$ cat config.mk
export PLATFORM = sky130hd
export DESIGN_NAME = parking_gate_ctrl
export DESIGN_NICKNAME = d
export VERILOG_FILES = /design/src/rtl/parking_gate_ctrl.sv
export SDC_FILE = /design/constraint.sdc
export NUM_CORES = 1
export LEC_CHECK = 0
export ABC_CLOCK_PERIOD_IN_PS = 3250
export CAP_MARGIN = 20
export CORE_MARGIN = 3
export CORE_UTILIZATION = 26
export DETAILED_ROUTE_END_ITERATION = 6
export SKIP_LAST_GASP = 1
export SYNTH_ARGS = -nofsm -noshare
export SYNTH_HDL_FRONTEND = slang
export SYNTH_SLANG_ARGS = --single-unit
$ cat constraint.sdc
create_clock -name clk -period 3.25 [get_ports clk]
set_clock_uncertainty 0.05 [all_clocks]
set_input_delay 0.325 -clock clk [delete_from_list [all_inputs] [get_ports clk]]
set_output_delay 0.325 -clock clk [all_outputs]
set_load 0.1 [all_outputs]
$ cat src/rtl/parking_gate_ctrl.sv
// rtl/parking_gate_ctrl.sv - single-barrier-at-a-time parking gate FSM with occupancy count
module parking_gate_ctrl #(
    parameter int CAPACITY = 16,
    parameter int CNT_W    = 8,
    parameter int HOLD_MS  = 500,
    parameter int TMR_W    = 16
) (
    input  logic             clk,
    input  logic             rst_n,
    input  logic             tick_ms,
    input  logic             entry_det,
    input  logic             exit_det,
    output logic             gate_in_open,
    output logic             gate_out_open,
    output logic [CNT_W-1:0] car_count,
    output logic             full,
    output logic             empty,
    output logic             full_reject
);

    typedef enum logic [2:0] {
        IDLE     = 3'd0,
        IN_OPEN  = 3'd1,
        IN_HOLD  = 3'd2,
        OUT_OPEN = 3'd3,
        OUT_HOLD = 3'd4
    } state_t;

    localparam logic [TMR_W-1:0] HOLD_LAST = TMR_W'(HOLD_MS - 1);
    localparam logic [CNT_W-1:0] CAP       = CNT_W'(CAPACITY);

    state_t           state_q, state_d;
    logic [TMR_W-1:0] timer_q, timer_d;
    logic [CNT_W-1:0] count_q, count_d;
    logic             full_q, full_d;
    logic             empty_q, empty_d;
    logic             gate_in_q, gate_in_d;
    logic             gate_out_q, gate_out_d;
    logic             reject_q, reject_d;
    logic             entry_prev_q, entry_prev_d;
    logic             inc, dec;

    always_ff @(posedge clk or negedge rst_n) begin
        if (!rst_n) begin
            state_q      <= IDLE;
            timer_q      <= '0;
            count_q      <= '0;
            full_q       <= 1'b0;
            empty_q      <= 1'b1;
            gate_in_q    <= 1'b0;
            gate_out_q   <= 1'b0;
            reject_q     <= 1'b0;
            entry_prev_q <= 1'b0;
        end else begin
            state_q      <= state_d;
            timer_q      <= timer_d;
            count_q      <= count_d;
            full_q       <= full_d;
            empty_q      <= empty_d;
            gate_in_q    <= gate_in_d;
            gate_out_q   <= gate_out_d;
            reject_q     <= reject_d;
            entry_prev_q <= entry_prev_d;
        end
    end

    // Exit is checked first so a departing car frees a slot before an entry is considered.
    always_comb begin
        state_d = state_q;
        timer_d = timer_q;
        inc     = 1'b0;
        dec     = 1'b0;
        case (state_q)
            IDLE: begin
                if (exit_det && !empty_q) begin
                    state_d = OUT_OPEN;
                end else if (entry_det && !full_q) begin
                    state_d = IN_OPEN;
                end
            end
            IN_OPEN: begin
                if (!entry_det) begin
                    state_d = IN_HOLD;
                    timer_d = '0;
                end
            end
            IN_HOLD: begin
                if (entry_det) begin
                    state_d = IN_OPEN;
                end else if (tick_ms) begin
                    if (timer_q == HOLD_LAST) begin
                        state_d = IDLE;
                        inc     = 1'b1;
                    end else begin
                        timer_d = timer_q + TMR_W'(1);
                    end
                end
            end
            OUT_OPEN: begin
                if (!exit_det) begin
                    state_d = OUT_HOLD;
                    timer_d = '0;
                end
            end
            OUT_HOLD: begin
                if (exit_det) begin
                    state_d = OUT_OPEN;
                end else if (tick_ms) begin
                    if (timer_q == HOLD_LAST) begin
                        state_d = IDLE;
                        dec     = 1'b1;
                    end else begin
                        timer_d = timer_q + TMR_W'(1);
                    end
                end
            end
            default: begin
                state_d = IDLE;
                timer_d = '0;
            end
        endcase
    end

    // Outputs are decoded from the next state so barriers and count move on the transition edge.
    always_comb begin
        gate_in_d    = (state_d == IN_OPEN) || (state_d == IN_HOLD);
        gate_out_d   = (state_d == OUT_OPEN) || (state_d == OUT_HOLD);
        count_d      = count_q;
        if (inc) begin
            count_d = count_q + CNT_W'(1);
        end else if (dec) begin
            count_d = count_q - CNT_W'(1);
        end
        full_d       = (count_d == CAP);
        empty_d      = (count_d == '0);
        entry_prev_d = entry_det;
        reject_d     = entry_det && !entry_prev_q && full_q;
    end

    assign gate_in_open  = gate_in_q;
    assign gate_out_open = gate_out_q;
    assign car_count     = count_q;
    assign full          = full_q;
    assign empty         = empty_q;
    assign full_reject   = reject_q;

endmodule

==> results of run 1 <==
==> path summary, 6_finish.rpt <==
| kind | cells past startpoint | start | slack [ps] | endpoint |
|---|---|---|---|---|
| min reg2reg | 1 | entry_prev_q | 350 | full_reject |
| max | 6 | timer_q[2] | 560 | full |
| min | 1 | rst_n | 60 | car_count[6] |
| max reg2reg | 6 | timer_q[2] | 560 | full |
| min in group clk | 1 | entry_prev_q | 350 | full_reject |
| max in group asynchronous | 1 | rst_n | 2600 | timer_q[10] |
==> critical path, cell delays in order, from the launching register on <==
cell and delay, ps:
dfrtp_1 520, nor4_1 560, nand3_1 360, or4_1 590, a31oi_1 190, o211ai_1 170
nor3b_2 180
==> flip-flops by register name, summed over array words and instances (netlist names) <==
register       cells
timer_q           16
car_count          8
state_q            3
empty              1
entry_prev_q       1
full               1
full_reject        1
gate_in_open       1
gate_out_open      1
==> metrics by stage <==
stage / hold WS [ps] / power [mW] / utilization
6_report: 56.95 / 1.277 / 0.3151
5_1_grt: 139.5 / 1.354 / 0.3151
4_1_cts: 94.39 / 1.298 / 0.3151
3_5_place_dp: 335.5 / 0.9610 / 0.3035
3_3_place_gp: 338.0 / 0.9611 / 0.3035
2_1_floorplan: -20.59 / 0.8513 / -
==> power groups by stage <==
stage | clock network [mW] | logic (mW) | registers [mW]
floorplan | 0 | 0.278 | 0.574
finish | 0.321 | 0.435 | 0.520
detailed placement | 0 | 0.435 | 0.526
global route | 0.350 | 0.476 | 0.528
CTS | 0.342 | 0.438 | 0.518
global placement | 0 | 0.436 | 0.525
==> kinds of logic (layout without fill, tap and decap cells) <==
kind of cell	count (synthesis)	after routing
xor gates and xnor gates	16	16
AOI/OAI and AO/OA	57	57
adders and majority gates	3	3
buffers and inverters	19	38
muxes	2	2
DFF	33	33
and+or+nand+nor	105	105
==> layout by cell type (no fill, tap or decap), types with 3 or more instances in the layout <==
cell / netlist / routed
a21oi_1: 11 / 11
a31oi_1: 7 / 7
and3_1: 6 / 6
buf_4: 0 / 11
clkbuf_8: 0 / 6
clkdlybuf4s50_1: 0 / 11
dfrtp_1: 32 / 32
ha_1: 3 / 3
inv_1: 7 / 7
nand2_1: 17 / 17
nand3_1: 8 / 8
nand4_1: 10 / 10
nor2_1: 21 / 21
nor2b_1: 4 / 4
nor3_1: 8 / 8
nor4_1: 5 / 5
o21ai_0: 9 / 9
o31ai_1: 7 / 7
or3_1: 6 / 6
or4_1: 4 / 4
xnor2_1: 11 / 11
xor2_1: 5 / 5
==> metal layers <==
metal,global-route usage,vias to the layer above
met1,0.1646,911
met5,0,-
met4,0.03555,0
met3,0.02189,2
li1,-,918
met2,0.1818,38
==> cell type report <==
cell class / instances / area share
clock buffers: 8 / 0.03662
flip-flops and latches: 33 / 0.3362
multi-input cells: 183 / 0.4842
repair buffers: 23 / 0.08037
well taps: 102 / 0.05188
inverters: 7 / 0.01068
==> results.ini, run 1 <==
[power]
clkPwrFrac=0.252
netSwitchingFraction=0.3922
internal_power_mw=0.7761
switchingPower_mw=0.5008
power_density_nw_per_um2=519.1
pwr-share-comb=0.341
irDropWorstVdd_mv=0.5285
power_frac_seq=0.407
leakage_nw=0.9641

[layout]
drive_gt1_frac=0.1102
multi_input_area_um2=1191
nNetsFinal=261
syn2layout_area_growth_pct=16.95
fillers=825
ff_latch_area_um2=827.0
final_cells=356
postLayoutCellArea_um2=2460
num_antenna_cells=0

[routing]
dr.pass1.iters=4
drt_iter0_markers=70
wl_per_cell_um=14.47
wl_met3_um=205
wl_met2_mm=2.398
dr_total_vias=1869
drc=0
antenna_left=0
wl_met1_mm=2.527
routed_wl_mm=5.150
highest_layer=met4
drt-vias-per-instance=5.250

[floorplan]
die_w_um=95.94
die_height_um=95.94
ios=18
coreArea_um2=7807
die_area_um2=9204
num_rows=32
start_util=0.2694

[global_routing]
grt_pass1_wl_mm=8.535
grt_max_degree=34
grt_antenna_before_repair=0
grt-ovfl-total=0
grt_pass1_vias=1763
track_usage=0.1171

[timing]
fin_tns_setup_ps=0
worst_pin_slew_ps=976.3
finalHoldViolCount=0
setup_viol=0
period_share=0.8275
slew_violations=0
timing.fmax_mhz=371.9
period_needed_ps=2689
maxSlewHeadroom=0.3471
rsz0062_at_grt=no
worst_slack_ps=560.8

[logic_synthesis]
yosysWarnings=0
netlist.area_leader.share=0.3807
synth_area_um2=2103
yosysTopAreaCell=dfrtp_1
synth_top_flop_cell=dfrtp_1
synth_compound_area_frac=0.1916
syn_area_per_cell_um2=8.950
ys_types=54
synth_adder_area_share=0.01785
synth.area.top_cells=dfrtp_1 38%, xnor2_1 4.6%, nor2_1 3.7%
synth_top_family_by_area=simple AND/OR/NAND/NOR gates
ys_seq_elements=33
synth_seq_area_share=0.3932
syn_inst=235
synth_nets=243
synthSimpleGateAreaFrac=0.2808
synth_commonest_cells=32 x dfrtp_1, 21 x nor2_1, 17 x nand2_1
synth_xor_area_frac=0.06663
synthMuxAreaShare=0.009518
async_flop_share=1.000
synth.most_common_cell=dfrtp_1
synth_edf_count=0

[worst_setup_path]
critPathKind=reg2reg
cp-start-kind=register
crit_path_end_kind=register
crit_arrival_ps=2840
worstPathRequired_ps=3400
cp_max_fo=11

[clock_tree]
post_cts_buffers=0
hold_buffers=0
path_clk_slew_ps=70
cts_tree=yes
clk_latency_ps=280
cts_htree_levels=2
cts_resized=0
cts.path.max_buffers=2
cts_root_buf=clkbuf_8
cts_made_buffers=5
cts.sinks=33

[placed_design]
dp_hpwl_mm=3.623
pre_cts_ws_ps=499.4
place_area_um2=2370
gp_congestion=0.8419
dp_cells=348
port_buffers=17

[run]
cap_violations=0

[status]
status=completed

[min_path]
min_path_type=in2async

Power figures use the tool's default switching activity.
==> run 2: changes to the inputs <==
--- a/config.mk
+++ b/config.mk
@@ -5,7 +5,7 @@
 export SDC_FILE = /design/constraint.sdc
 export NUM_CORES = 1
 export LEC_CHECK = 0
-export ABC_CLOCK_PERIOD_IN_PS = 3250
+export ABC_CLOCK_PERIOD_IN_PS = 2600
 export CAP_MARGIN = 20
 export CORE_MARGIN = 3
 export CORE_UTILIZATION = 26
==> constraint.sdc (replaced) <==
create_clock -name clk -period 2.6 [get_ports clk]
set_clock_uncertainty 0.05 [all_clocks]
set_input_delay 0.26 -clock clk [delete_from_list [all_inputs] [get_ports clk]]
set_output_delay 0.26 -clock clk [all_outputs]
set_load 0.1 [all_outputs]
==> results.ini, run 2 (same netlist as run 1, synthesis figures left out) <==
[status]
status=finished with violations
violations=negative hold slack

[layout]
final_cells=371
syn2layout_area_growth_pct=21.53
largest-register=timer_q
final_cell_mix=34 x buf_4, 29 x dfrtp_1, 21 x nor2_1
final_common_cell=buf_4
num_antenna_cells=0
drive_gt1_frac=0.2007
nNetsFinal=276
largest_reg_flops=16

[global_routing]
grt_antenna_before_repair=0
grt_max_degree=34
grt-ovfl-total=0
grt_pass1_wl_mm=9.453
track_usage=0.1292
grt_pass1_vias=1959

[clock_tree]
cts.path.max_buffers=2
hold_buffers=0
cts_resized=0
cts_root_buf=clkbuf_8
cts_htree_levels=2
path_clk_slew_ps=70
cts.sinks=33
clk_latency_ps=290
cts_tree=yes
cts_made_buffers=5
post_cts_buffers=0

[floorplan]
die_height_um=95.94
die_w_um=95.94
start_util=0.2694
die_area_um2=9204
num_rows=32
ios=18
coreArea_um2=7807

[routing]
drc=0
antenna_left=0
routed_wl_mm=5.339
dr_total_vias=1916
drt_iter0_markers=112
dr.pass1.iters=4
drt-vias-per-instance=5.164
wl_per_cell_um=14.39

[worst_setup_path]
crit_path_end_kind=register
cp_max_fo=6
critPathKind=reg2reg
cp-start-kind=register
regToRegSetupSlack_ps=130
worstPathRequired_ps=2760
crit_arrival_ps=2630

[timing]
finalHoldViolCount=17
worst_pin_slew_ps=752.6
setup_viol=0
period_needed_ps=2468
timing.fmax_mhz=405.1
rsz0062_at_grt=yes
period_share=0.9493
maxSlewHeadroom=0.4982
holdWs_ps=-6.176
slew_violations=0

[placed_design]
dp_cells=363
dp_hpwl_mm=3.865
gp_congestion=0.9190
port_buffers=17

[power]
netSwitchingFraction=0.3865
clkPwrFrac=0.245
pwr-share-comb=0.400
leakage_nw=1.044
power_frac_seq=0.354
switchingPower_mw=0.6361
internal_power_mw=1.009
irDropWorstVdd_mv=0.4979
power_density_nw_per_um2=643.8

[min_path]
min_path_type=in2async

[run]
cap_violations=0

run 2: cell count changes in the layout (fill, tap and decap cells not counted), sizes merged:
cell,before,now
buf,12,35
clkdlybuf4s50,11,3
run 2: worst max-delay path, stage by stage, from the launching register on:
cell      delay, ps
dfrtp_1         420
ha_1            250
and3_1          250
and3_1          220
a21boi_1        420
o31ai_1         210
or4_1           430
a21oi_1         150
run 2: power groups by stage:
stage	Combinational, mW	Clock [mW]	Sequential, mW
floorplan	0.347	0	0.717
finish	0.658	0.404	0.583
detailed placement	0.659	0	0.594
global route	0.727	0.444	0.591
global placement	0.653	0	0.593
CTS	0.661	0.424	0.584
run 2: area by class of cell:
cell class | count | area [µm²]
flip-flops and latches | 33 | 830.8
well taps | 102 | 127.6
inverters | 7 | 26.28
fillers | 813 | 5251
clock buffers | 8 | 90.09
repair buffers | 38 | 290.3
multi-input cells | 183 | 1191
run 2: through the flow:
| step | utilization | total power [mW] | setup TNS [ps] | setup WS [ps] | instance area, µm² |
|---|---|---|---|---|---|
| final | 0.3274 | 1.646 | 0 | 131.7 | 2556 |
| after CTS | 0.3274 | 1.669 | 0 | 151.5 | 2556 |
| after detailed placement | 0.3159 | 1.253 | 0 | 85.55 | 2466 |
| after global routing | 0.3274 | 1.762 | -28.12 | -14.67 | 2556 |
| after floorplan | - | 1.064 | 0 | 114.7 | 2107 |
| after global placement | 0.3159 | 1.245 | 0 | 109.7 | 2466 |
run 2: final timing paths:
kind,from,endpoint,cells past startpoint
max in group asynchronous,rst_n,car_count[0],1
min in group clk,entry_prev_q,full_reject,1
setup / recovery,timer_q[0],timer_q[12],7
setup reg to reg,timer_q[0],timer_q[12],7
hold reg to reg,entry_prev_q,full_reject,1
hold / removal,rst_n,timer_q[7],1
run 2: per-layer routing:
metal  up-vias  GRT usage  share of wire
met5         -          0              0
met4         0    0.03436          0.011
met3         6    0.02815          0.029
met2        36     0.2102           0.47
met1       924     0.1731           0.49
li1        950          -              -
==> run 3: changes to the inputs <==
--- a/config.mk
+++ b/config.mk
@@ -5,6 +5,7 @@
 export SDC_FILE = /design/constraint.sdc
 export NUM_CORES = 1
 export LEC_CHECK = 0
+export ABC_AREA = 1
 export ABC_CLOCK_PERIOD_IN_PS = 2600
 export CAP_MARGIN = 20
 export CORE_MARGIN = 3
==> results.ini, run 3 <==
[logic_synthesis]
synthMuxAreaShare=0
synth_nets=335
synth_top_family_by_area=simple AND/OR/NAND/NOR gates
synth.most_common_cell=nand2_1
yosysTopAreaCell=dfrtp_1
synth_compound_area_frac=0.06951
async_flop_share=1.000
synthSimpleGateAreaFrac=0.4132
ys_seq_elements=33
synth_xor_area_frac=0.04598
synth_seq_area_share=0.3618
yosysWarnings=0
synth_adder_area_share=0.01642
synth_edf_count=0
synth.area.top_cells=dfrtp_1 35%, nand2_1 15%, nor2_1 7.1%
ys_types=31
syn_inst=327
netlist.area_leader.share=0.3503
synth_top_flop_cell=dfrtp_1
synth_area_um2=2286
syn_area_per_cell_um2=6.991
synth_commonest_cells=92 x nand2_1, 43 x nor2_1, 42 x inv_1

[floorplan]
die_w_um=99.77
die_height_um=99.77
num_rows=33
start_util=0.2727
ios=18
die_area_um2=9953
coreArea_um2=8382

[clock_tree]
path_clk_slew_ps=80
cts_made_buffers=5
cts_tree=yes
cts_htree_levels=2
hold_buffers=0
cts_root_buf=clkbuf_8
cts_resized=0
cts.path.max_buffers=2
cts.sinks=33
clk_latency_ps=300
post_cts_buffers=0

[status]
status=completed

[global_routing]
grt_max_degree=34
grt_pass1_vias=1953
track_usage=0.1193
grt_antenna_before_repair=0
grt_pass1_wl_mm=9.480
grt-ovfl-total=0

[layout]
largest-register=timer_q
final_cell_mix=92 x nand2_1, 43 x nor2_1, 42 x inv_1
nNetsFinal=356
final_common_cell=nand2_1
final_cells=454
num_antenna_cells=0
largest_reg_flops=16
syn2layout_area_growth_pct=16.04
drive_gt1_frac=0.1347

[routing]
wl_per_cell_um=12.39
dr.pass1.iters=4
drt-vias-per-instance=4.645
drt_iter0_markers=107
antenna_left=0
drc=0
dr_total_vias=2109
routed_wl_mm=5.623

[power]
switchingPower_mw=0.7769
irDropWorstVdd_mv=0.2825
netSwitchingFraction=0.4289
power_density_nw_per_um2=682.9
power_frac_seq=0.337
pwr-share-comb=0.375
clkPwrFrac=0.288
leakage_nw=1.285
internal_power_mw=1.035

[worst_setup_path]
regToRegSetupSlack_ps=620
crit_start=timer_q[0]
crit_path_end_kind=register
worst_r2r_endpoint=full
worstPathRequired_ps=2750
r2r_cells=10
r2r_start=timer_q[0]
cp_max_fo=7
crit_end=full
cp-start-kind=register
critPathKind=reg2reg
crit_arrival_ps=2120

[placed_design]
pre_cts_ws_ps=617.0
dp_cells=446
dp_hpwl_mm=4.321
port_buffers=17
gp_congestion=0.8766

[timing]
finalHoldViolCount=0
holdWs_ps=323.6
period_share=0.7599
maxSlewHeadroom=0.6823
fin_tns_setup_ps=0
slew_violations=0
period_needed_ps=1976
worst_pin_slew_ps=472.9
setup_viol=0
timing.fmax_mhz=506.1
rsz0062_at_grt=no
worst_slack_ps=624.3

[run]
cap_violations=0

[min_path]
min_path_type=in2async

run 3: per-stage QoR:
step,power [mW],area [µm²],utilization
2_1_floorplan,1.192,2286,-
3_3_place_gp,1.298,2532,0.3021
3_5_place_dp,1.305,2532,0.3021
4_1_cts,1.833,2653,0.3165
5_1_grt,1.924,2653,0.3165
6_report,1.811,2653,0.3165
run 3: final cells by class:
type,instances,area [µm²]
clock buffer,6,82.58
sequential,33,827.0
inverter,46,175.2
tap,105,131.4
multi-input combinational,243,1246
timing repair buffer,19,152.6
clock inverter,2,37.54
fill,906,5729
run 3: worst max-delay path, stage by stage (launching register included):
cell and delay (ps):
dfrtp_1 380, ha_1 310, inv_1 90, nor2_1 100
nand2_1 80, nor3_1 400, nand4_1 160, nand2_1 150
nor2_1 70, nand2_1 50, nor2_1 40
run 3: cell families (layout without fill, tap and decap cells):
logic type	Yosys count	after routing
simple gates	202	202
fa+ha+maj	3	3
flops	33	33
xor+xnor	12	12
compound gates	26	26
buf+inv	51	73
run 3: power groups by stage:
stage               registers [mW]  clock network (mW)  logic, mW
finish                       0.611               0.521      0.680
global route                 0.619               0.560      0.744
CTS                          0.611               0.537      0.686
detailed placement           0.620                   0      0.684
global placement             0.617                   0      0.681
floorplan                    0.711                   0      0.480
run 3: worst min-delay path by stage:
stage,end,slack (ps),start
6_report,car_count[7],320,rst_n
5_1_grt,car_count[7],350,rst_n
2_1_floorplan,car_count[0],-90,rst_n
3_3_place_gp,full_reject,350,entry_prev_q
3_5_place_dp,full_reject,350,entry_prev_q
4_1_cts,car_count[7],340,rst_n
run 3: metal layers:
metal	global-route usage	routed length, µm	vias to the layer above
met4	0.03782	74	0
met1	0.1557	2611	978
met2	0.1919	2668	30
li1	-	-	1094
met5	0	0	-
met3	0.03156	269	7
